===== config.mk =====
export PLATFORM = sky130hd
export DESIGN_NAME = link_readburst_arb_flat
export DESIGN_NICKNAME = d
export VERILOG_FILES = /design/src/rtl/link_readburst_arb_pkg.sv /design/src/rtl/link_readburst_arb_if.sv /design/src/rtl/link_readburst_rr_arbiter.sv /design/src/rtl/link_readburst_arb.sv /design/src/flat_wrapper.sv
export SDC_FILE = /design/constraint.sdc
export NUM_CORES = 1
export LEC_CHECK = 0
export ABC_AREA = 1
export BUFFER_PORTS_ARGS = -buffer_cell sky130_fd_sc_hd__buf_2
export CAP_MARGIN = 30
export CORE_MARGIN = 4
export CORE_UTILIZATION = 40
export DETAILED_ROUTE_END_ITERATION = 12
export GPL_TIMING_DRIVEN = 1
export PLACE_DENSITY = 0.84
export SYNTH_ARGS = -nofsm -noshare
export SYNTH_HDL_FRONTEND = slang
export SYNTH_SLANG_ARGS = --single-unit

===== constraint.sdc =====
create_clock -name clk -period 1.5 [get_ports clk]
set_input_delay 0.15 -clock clk [delete_from_list [all_inputs] [get_ports clk]]
set_output_delay 0.15 -clock clk [all_outputs]
set_load 0.01 [all_outputs]

===== src/rtl/link_readburst_arb_pkg.sv =====
// Shared types and helpers for the readburst link arbiter.
package link_readburst_arb_pkg;

    localparam int unsigned DW_LEN_W = 2;
    localparam int unsigned BL_LEN_W = 4;

    typedef struct packed {
        logic [DW_LEN_W-1:0] dword_length;
        logic [BL_LEN_W-1:0] byte_length;
    } burst_len_t;

    // Channel index width, never narrower than one bit
    function automatic int unsigned ch_w_f(input int unsigned n);
        return (n > 1) ? $clog2(n) : 1;
    endfunction

endpackage


===== src/rtl/link_readburst_arb_if.sv =====
// Requester-side and memory-side readburst signals of the link arbiter.
interface link_readburst_arb_if #(
    parameter int unsigned CHANNELS = 2,
    parameter int unsigned ADDR_W   = 32,
    parameter int unsigned DATA_W   = 96
);
    import link_readburst_arb_pkg::*;

    localparam int unsigned CH_W = ch_w_f(CHANNELS);

    logic [CHANNELS-1:0]          req_readburst_do;
    logic [CHANNELS-1:0]          req_readburst_done;
    logic [CHANNELS*ADDR_W-1:0]   req_readburst_address;
    logic [CHANNELS*DW_LEN_W-1:0] req_readburst_dword_length;
    logic [CHANNELS*BL_LEN_W-1:0] req_readburst_byte_length;
    logic [DATA_W-1:0]            req_readburst_data;

    logic                         resp_readburst_do;
    logic                         resp_readburst_done;
    logic [ADDR_W-1:0]            resp_readburst_address;
    logic [DW_LEN_W-1:0]          resp_readburst_dword_length;
    logic [BL_LEN_W-1:0]          resp_readburst_byte_length;
    logic [DATA_W-1:0]            resp_readburst_data;
    logic [CH_W-1:0]              resp_readburst_channel;

    modport slave (
        input  req_readburst_do, req_readburst_address, req_readburst_dword_length,
               req_readburst_byte_length, resp_readburst_done, resp_readburst_data,
        output req_readburst_done, req_readburst_data, resp_readburst_do,
               resp_readburst_address, resp_readburst_dword_length,
               resp_readburst_byte_length, resp_readburst_channel
    );

    modport master (
        output req_readburst_do, req_readburst_address, req_readburst_dword_length,
               req_readburst_byte_length, resp_readburst_done, resp_readburst_data,
        input  req_readburst_done, req_readburst_data, resp_readburst_do,
               resp_readburst_address, resp_readburst_dword_length,
               resp_readburst_byte_length, resp_readburst_channel
    );

endinterface


===== src/rtl/link_readburst_rr_arbiter.sv =====
// Combinational round-robin pick: first eligible index after last_grant, wrapping.
module link_readburst_rr_arbiter
    import link_readburst_arb_pkg::*;
#(
    parameter int unsigned CHANNELS = 2,
    localparam int unsigned CH_W    = ch_w_f(CHANNELS)
) (
    input  logic [CHANNELS-1:0] eligible,
    input  logic [CH_W-1:0]     last_grant,
    output logic                grant_valid,
    output logic [CH_W-1:0]     grant_idx
);

    int unsigned cand;

    // Walk from farthest to nearest so the nearest eligible index wins
    always_comb begin
        grant_valid = 1'b0;
        grant_idx   = '0;
        cand        = 0;
        for (int unsigned k = CHANNELS; k >= 1; k--) begin
            cand = (32'(last_grant) + k) % CHANNELS;
            if (eligible[CH_W'(cand)]) begin
                grant_valid = 1'b1;
                grant_idx   = CH_W'(cand);
            end
        end
    end

endmodule


===== src/rtl/link_readburst_arb.sv =====
// Full-save readburst link: captures per-channel requests and serves them round-robin on one port.
module link_readburst_arb
    import link_readburst_arb_pkg::*;
#(
    parameter int unsigned CHANNELS = 2,
    parameter int unsigned ADDR_W   = 32,
    parameter int unsigned DATA_W   = 96,
    parameter bit          REG_RESP = 1'b0
) (
    input  logic                 clk,
    input  logic                 rst_n,
    link_readburst_arb_if.slave  bus
);

    localparam int unsigned CH_W = ch_w_f(CHANNELS);

    typedef enum logic {ST_IDLE, ST_BUSY} state_t;

    state_t              state_q, state_d;
    logic [CHANNELS-1:0] pending_q, eligible, req_done, done_vec;
    logic [ADDR_W-1:0]   live_addr  [CHANNELS];
    logic [ADDR_W-1:0]   saved_addr [CHANNELS];
    burst_len_t          live_len   [CHANNELS];
    burst_len_t          saved_len  [CHANNELS];
    logic                grant_valid, burst_done, resp_do_q;
    logic [CH_W-1:0]     grant_idx, grant_q, grant_d, last_q, last_d;
    logic [ADDR_W-1:0]   addr_q, addr_d;
    burst_len_t          len_q, len_d;

    assign burst_done = (state_q == ST_BUSY) && bus.resp_readburst_done;
    // A channel whose completion is pulsing is not offered again in that cycle
    assign eligible   = (pending_q | bus.req_readburst_do) & ~req_done;

    for (genvar i = 0; i < int'(CHANNELS); i++) begin : g_ch
        logic              pend;
        logic [ADDR_W-1:0] s_addr;
        burst_len_t        s_len;

        assign live_addr[i]             = bus.req_readburst_address[i*ADDR_W +: ADDR_W];
        assign live_len[i].dword_length = bus.req_readburst_dword_length[i*DW_LEN_W +: DW_LEN_W];
        assign live_len[i].byte_length  = bus.req_readburst_byte_length[i*BL_LEN_W +: BL_LEN_W];

        // Fields are sampled only on the first do cycle of a request
        always_ff @(posedge clk or negedge rst_n) begin
            if (!rst_n) begin
                pend   <= 1'b0;
                s_addr <= '0;
                s_len  <= '0;
            end else if (req_done[i]) begin
                pend   <= 1'b0;
            end else if (bus.req_readburst_do[i] && !pend) begin
                pend   <= 1'b1;
                s_addr <= live_addr[i];
                s_len  <= live_len[i];
            end
        end

        assign pending_q[i]  = pend;
        assign saved_addr[i] = s_addr;
        assign saved_len[i]  = s_len;
    end

    link_readburst_rr_arbiter #(.CHANNELS(CHANNELS)) u_arb (
        .eligible    (eligible),
        .last_grant  (last_q),
        .grant_valid (grant_valid),
        .grant_idx   (grant_idx)
    );

    // Next state; a request granted in its capture cycle takes the live fields
    always_comb begin
        state_d = state_q;
        grant_d = grant_q;
        last_d  = last_q;
        addr_d  = addr_q;
        len_d   = len_q;
        case (state_q)
            ST_IDLE: begin
                if (grant_valid) begin
                    state_d = ST_BUSY;
                    grant_d = grant_idx;
                    if (pending_q[grant_idx]) begin
                        addr_d = saved_addr[grant_idx];
                        len_d  = saved_len[grant_idx];
                    end else begin
                        addr_d = live_addr[grant_idx];
                        len_d  = live_len[grant_idx];
                    end
                end
            end
            ST_BUSY: begin
                if (bus.resp_readburst_done) begin
                    state_d = ST_IDLE;
                    last_d  = grant_q;
                end
            end
            default: state_d = ST_IDLE;
        endcase
    end

    always_ff @(posedge clk or negedge rst_n) begin
        if (!rst_n) begin
            state_q   <= ST_IDLE;
            grant_q   <= '0;
            last_q    <= CH_W'(CHANNELS - 1);
            addr_q    <= '0;
            len_q     <= '0;
            resp_do_q <= 1'b0;
        end else begin
            state_q   <= state_d;
            grant_q   <= grant_d;
            last_q    <= last_d;
            addr_q    <= addr_d;
            len_q     <= len_d;
            resp_do_q <= (state_d == ST_BUSY);
        end
    end

    assign done_vec = burst_done ? (CHANNELS'(1) << grant_q) : '0;

    if (REG_RESP) begin : g_reg_resp
        logic [CHANNELS-1:0] done_q;
        logic [DATA_W-1:0]   data_q;

        always_ff @(posedge clk or negedge rst_n) begin
            if (!rst_n) begin
                done_q <= '0;
                data_q <= '0;
            end else begin
                done_q <= done_vec;
                if (burst_done) data_q <= bus.resp_readburst_data;
            end
        end

        assign req_done               = done_q;
        assign bus.req_readburst_data = data_q;
    end else begin : g_pass_resp
        assign req_done               = done_vec;
        assign bus.req_readburst_data = bus.resp_readburst_data;
    end

    assign bus.req_readburst_done          = req_done;
    assign bus.resp_readburst_do           = resp_do_q;
    assign bus.resp_readburst_address      = addr_q;
    assign bus.resp_readburst_dword_length = len_q.dword_length;
    assign bus.resp_readburst_byte_length  = len_q.byte_length;
    assign bus.resp_readburst_channel      = grant_q;

endmodule


===== src/flat_wrapper.sv =====
// flat-port wrapper written by rule: the top's interface ports become plain ports
module link_readburst_arb_flat import link_readburst_arb_pkg::*;
#(
    parameter int unsigned CHANNELS = 2,
    parameter int unsigned ADDR_W   = 32,
    parameter int unsigned DATA_W   = 96,
    parameter bit          REG_RESP = 1'b0
)
  (clk, rst_n, bus_req_readburst_do, bus_req_readburst_address, bus_req_readburst_dword_length, bus_req_readburst_byte_length, bus_resp_readburst_done, bus_resp_readburst_data, bus_req_readburst_done, bus_req_readburst_data, bus_resp_readburst_do, bus_resp_readburst_address, bus_resp_readburst_dword_length, bus_resp_readburst_byte_length, bus_resp_readburst_channel);
  link_readburst_arb_if #(.CHANNELS(CHANNELS), .ADDR_W(ADDR_W), .DATA_W(DATA_W)) bus_i ();
  input  logic clk;
  input  logic rst_n;
  input wire logic [$bits(bus_i.req_readburst_do)-1:0] bus_req_readburst_do;
  input wire logic [$bits(bus_i.req_readburst_address)-1:0] bus_req_readburst_address;
  input wire logic [$bits(bus_i.req_readburst_dword_length)-1:0] bus_req_readburst_dword_length;
  input wire logic [$bits(bus_i.req_readburst_byte_length)-1:0] bus_req_readburst_byte_length;
  input wire logic [$bits(bus_i.resp_readburst_done)-1:0] bus_resp_readburst_done;
  input wire logic [$bits(bus_i.resp_readburst_data)-1:0] bus_resp_readburst_data;
  output wire logic [$bits(bus_i.req_readburst_done)-1:0] bus_req_readburst_done;
  output wire logic [$bits(bus_i.req_readburst_data)-1:0] bus_req_readburst_data;
  output wire logic [$bits(bus_i.resp_readburst_do)-1:0] bus_resp_readburst_do;
  output wire logic [$bits(bus_i.resp_readburst_address)-1:0] bus_resp_readburst_address;
  output wire logic [$bits(bus_i.resp_readburst_dword_length)-1:0] bus_resp_readburst_dword_length;
  output wire logic [$bits(bus_i.resp_readburst_byte_length)-1:0] bus_resp_readburst_byte_length;
  output wire logic [$bits(bus_i.resp_readburst_channel)-1:0] bus_resp_readburst_channel;
  assign bus_i.req_readburst_do = bus_req_readburst_do;
  assign bus_i.req_readburst_address = bus_req_readburst_address;
  assign bus_i.req_readburst_dword_length = bus_req_readburst_dword_length;
  assign bus_i.req_readburst_byte_length = bus_req_readburst_byte_length;
  assign bus_i.resp_readburst_done = bus_resp_readburst_done;
  assign bus_i.resp_readburst_data = bus_resp_readburst_data;
  assign bus_req_readburst_done = bus_i.req_readburst_done;
  assign bus_req_readburst_data = bus_i.req_readburst_data;
  assign bus_resp_readburst_do = bus_i.resp_readburst_do;
  assign bus_resp_readburst_address = bus_i.resp_readburst_address;
  assign bus_resp_readburst_dword_length = bus_i.resp_readburst_dword_length;
  assign bus_resp_readburst_byte_length = bus_i.resp_readburst_byte_length;
  assign bus_resp_readburst_channel = bus_i.resp_readburst_channel;
  link_readburst_arb #(.CHANNELS(CHANNELS), .ADDR_W(ADDR_W), .DATA_W(DATA_W), .REG_RESP(REG_RESP)) u_core (.clk(clk), .rst_n(rst_n), .bus(bus_i));
endmodule

==> metrics.yaml <==
layout-drive-gt1-share: 0.2758
first_iter_violations: 344
remaining_drc_errors: 0
power.density_nw_per_um2: 2490
placement.io_buffers: 122
synthesis.instances: 866
p_leak_uw: 0.004617
critPathLaunchType: "flop"
worst-slew-pin-transition_ps: 424.1
cp.depth: 12
via_per_inst: 4.996
grt_pass1_wl_mm: 30.62
grt_pass1_vias: 5911
synth_top_area_frac: 0.4384
cts_tree: "yes"
cp.required_ps: 1800
async_flop_share: 1.000
gp_congestion: 0.7730
grt.total_usage: 0.2122
synth.avg_cell_area_um2: 7.777
synth_xor_area_frac: 0
period_share: 1.047
numCtsBuffers: 17
max_slew_margin: 0.7172
cp_slowest_cell: "dfrtp_1"
p_sw_frac: 0.4018
dp_hpwl_mm: 11.75
p_clk_frac: 0.199
path_class: "flop to flop"
grt_max_degree: 51
seqPwrFrac: 0.262
cts_sinks: 119
path_cells: "inv_1 > nand3_2 > nand3_4 > nand2_4 > nand2_4 > nand2_8 > inv_8 > buf_8 > buf_16 > nand2_1 > nand3_1 > nand2_1"
antenna_left: 0
synth_nets: 1043
maxSlewViolCount: 0
muxShareOfSynthArea: 0.06353
synth_edf_count: 0
core_area_um2: 16520
crit-reg2reg-launch: "u_core.bus.resp_readburst_channel$_DFFE_PN0P_"
ys_ff_latch: 119
slowest_delay_ps: 400
die_h_um: 137.8
worstHoldStart: "bus_req_readburst_address[24]"
initial_utilization: 0.4076
overflow: 0
synth_compound_area_frac: 0.05870
critical_path.max_fanout: 7
use_met1: 0.2682
yosys-top-cells-count: "nand2_1, dfrtp_1, buf_4"
diodes: 0
firstDrtPassIters: 5
comb_power_share: 0.539
wl_per_cell_um: 16.90
cts-root-buf: "clkbuf_16"
outcome: "finished, violations left"
cts_max_path_buffers: 2
h-tree-depth: 4
finalWorstSetupSlack_ps: -71.21
cp.arrival_ps: 1870
period_minus_slack_ps: 1571
whs_ps: 17.32
synth_area_leaders: "dfrtp_1, nand2_1, buf_4"
skew_ps: 11.19
cp-endpoint: "u_core.bus.resp_readburst_address[5]$_DFFE_PN0P_"
min_path_type: "input port to flop"
cap_violations: 0
r2r_cells: 12
p_int_uw: 13040
seq_area_frac_synth: 0.4423
startpoint: "u_core.bus.resp_readburst_channel$_DFFE_PN0P_"
fp.dieW_um: 137.8
endpoint_kind: "flop"
ir_worst_vdd_v: 0.001179
insertion_delay_ps: 420
violations: "setup timing"
synth_top_family_by_area: "simple AND/OR/NAND/NOR gates"
drt_wl_total_mm: 20.26
num_vias: 5990
io_pins: 315
synthAdderAreaFrac: 0
critPathTopFamily: "simple AND/OR/NAND/NOR gates"
synth_area_leader_cell: "dfrtp_1"
final_cells: 1199
r2r_setup_slack_ps: -70
globalRouteMet3Util: 0.04675
path_buf_inv: 4
fmax_ghz: 0.6365
synth_flop_cell: "dfrtp_1"
met2_usage: 0.3476
final_hold_viol_count: 0
grt_setup_unrepaired: "true"
final_nets: 1143
yosys.cell_count.top_type: "nand2_1"
synth-simple-area-share: 0.2406
synth_warnings: 0
grt_antenna_before_repair: 0
synth_area_um2: 6735
dieArea_um2: 18980
finalSetupViolCount: 39
p_sw_uw: 8757
synth.distinct_cells: 19
area_growth_pct: 29.93
reg2reg_to: "u_core.bus.resp_readburst_address[5]$_DFFE_PN0P_"
dp_cells: 1095
rows: 47
path_clk_slew_ps: 50
grt_busiest_layer: "met2"
==> worst min-delay path by stage <==
stage / end / slack, ps / cells after the start
floorplan: u_core.bus.resp_readburst_address[0]$_DFFE_PN0P_ / -150 / 0
global placement: u_core.g_ch[1].s_addr[26]$_DFFE_PN0P_ / 110 / 1
detailed placement: u_core.g_ch[1].s_addr[26]$_DFFE_PN0P_ / 110 / 1
CTS: u_core.g_ch[0].s_addr[3]$_DFFE_PN0P_ / 0.3 / 3
global route: u_core.g_ch[0].s_addr[8]$_DFFE_PN0P_ / 7 / 3
finish: u_core.g_ch[0].s_addr[24]$_DFFE_PN0P_ / 20 / 3
==> metal layers <==
metal | vias to the layer above | routed length, µm
met5 | - | 0
met4 | 0 | 590
met3 | 63 | 1352
met2 | 213 | 9927
met1 | 2909 | 8392
li1 | 2805 | -
==> placed cells by master (no fill, tap or decap), types with 5 or more instances in the layout <==
| cell | Yosys | final |
|---|---|---|
| buf_6 | 3 | 5 |
| clkbuf_16 | 0 | 21 |
| nor2_1 | 40 | 40 |
| a21oi_1 | 39 | 39 |
| o21ai_1 | 23 | 27 |
| o21ai_2 | 0 | 5 |
| buf_2 | 20 | 121 |
| nand2_1 | 275 | 267 |
| dlygate4sd3_1 | 0 | 52 |
| o21ai_0 | 17 | 8 |
| mux2_2 | 38 | 38 |
| inv_1 | 85 | 83 |
| buf_4 | 105 | 17 |
| nand3_2 | 3 | 7 |
| buf_12 | 0 | 14 |
| dfrtp_1 | 118 | 117 |
| nand2_2 | 1 | 5 |
| nand3_1 | 78 | 72 |
| buf_16 | 0 | 8 |
==> registers in the layout, summed over array words and instances (netlist names) <==
register                                count
u_core.bus.resp_readburst_address          32
u_core.bus.resp_readburst_dword_length      2
u_core.last_q                               1
u_core.g_ch.s_len                          12
u_core.g_ch.pend                            2
u_core.state_q                              1
u_core.bus.resp_readburst_byte_length       4
u_core.bus.resp_readburst_channel           1
u_core.g_ch.s_addr                         64
==> repair_timing <==
action / in CTS / in global routing
hold endpoints to repair: 76 / 0
cloned: 8 / 4
pin swaps: 3 / 2
gates resized for setup: 47 / 14
setup endpoints to repair: 39 / 77
setup buffers: 8 / 0
hold buffers: 52 / 0
==> tightest hold or removal path, cell delays in order <==
cell and delay (ps):
buf_2 90, nor2_1 40, a21oi_1 100
==> area by class of cell <==
class	count	area, µm²
tap	220	275.3
clock buffer	24	481.7
timing repair buffer	225	1971
fill	1474	7774
inverter	88	342.8
sequential	119	2980
clock inverter	8	143.9
multi-input combinational	515	2556
==> logic make-up (layout without fill, tap and decap cells) <==
| family | Yosys count | after routing |
|---|---|---|
| flops | 119 | 119 |
| simple gates | 398 | 398 |
| mux | 38 | 38 |
| compound gates | 79 | 79 |
| buf+inv | 232 | 345 |
==> power groups by stage <==
stage | clock, µW | sequential, µW | combinational [µW]
final | 4340 | 5710 | 11700
after global routing | 4550 | 5830 | 13000
after CTS | 4410 | 5660 | 11200
after detailed placement | 0 | 5670 | 9070
after global placement | 0 | 5590 | 8780
after floorplan | 0 | 5730 | 6320
==> through the flow <==
stage / power [µW] / setup TNS [ps] / utilization / setup slack [ps] / cell area, µm²
after floorplan: 12050 / 0 / - / 14.10 / 6736
final: 21790 / -1569 / 0.5296 / -71.21 / 8751
after CTS: 21280 / -531.6 / 0.5206 / -31.54 / 8603
after global placement: 14370 / -2.502 / 0.4262 / -2.502 / 7043
after global routing: 23360 / -7538 / 0.5296 / -190.5 / 8751
after detailed placement: 14740 / -1157 / 0.4262 / -46.97 / 7043
Note: power is estimated with default switching activity, not from simulation.
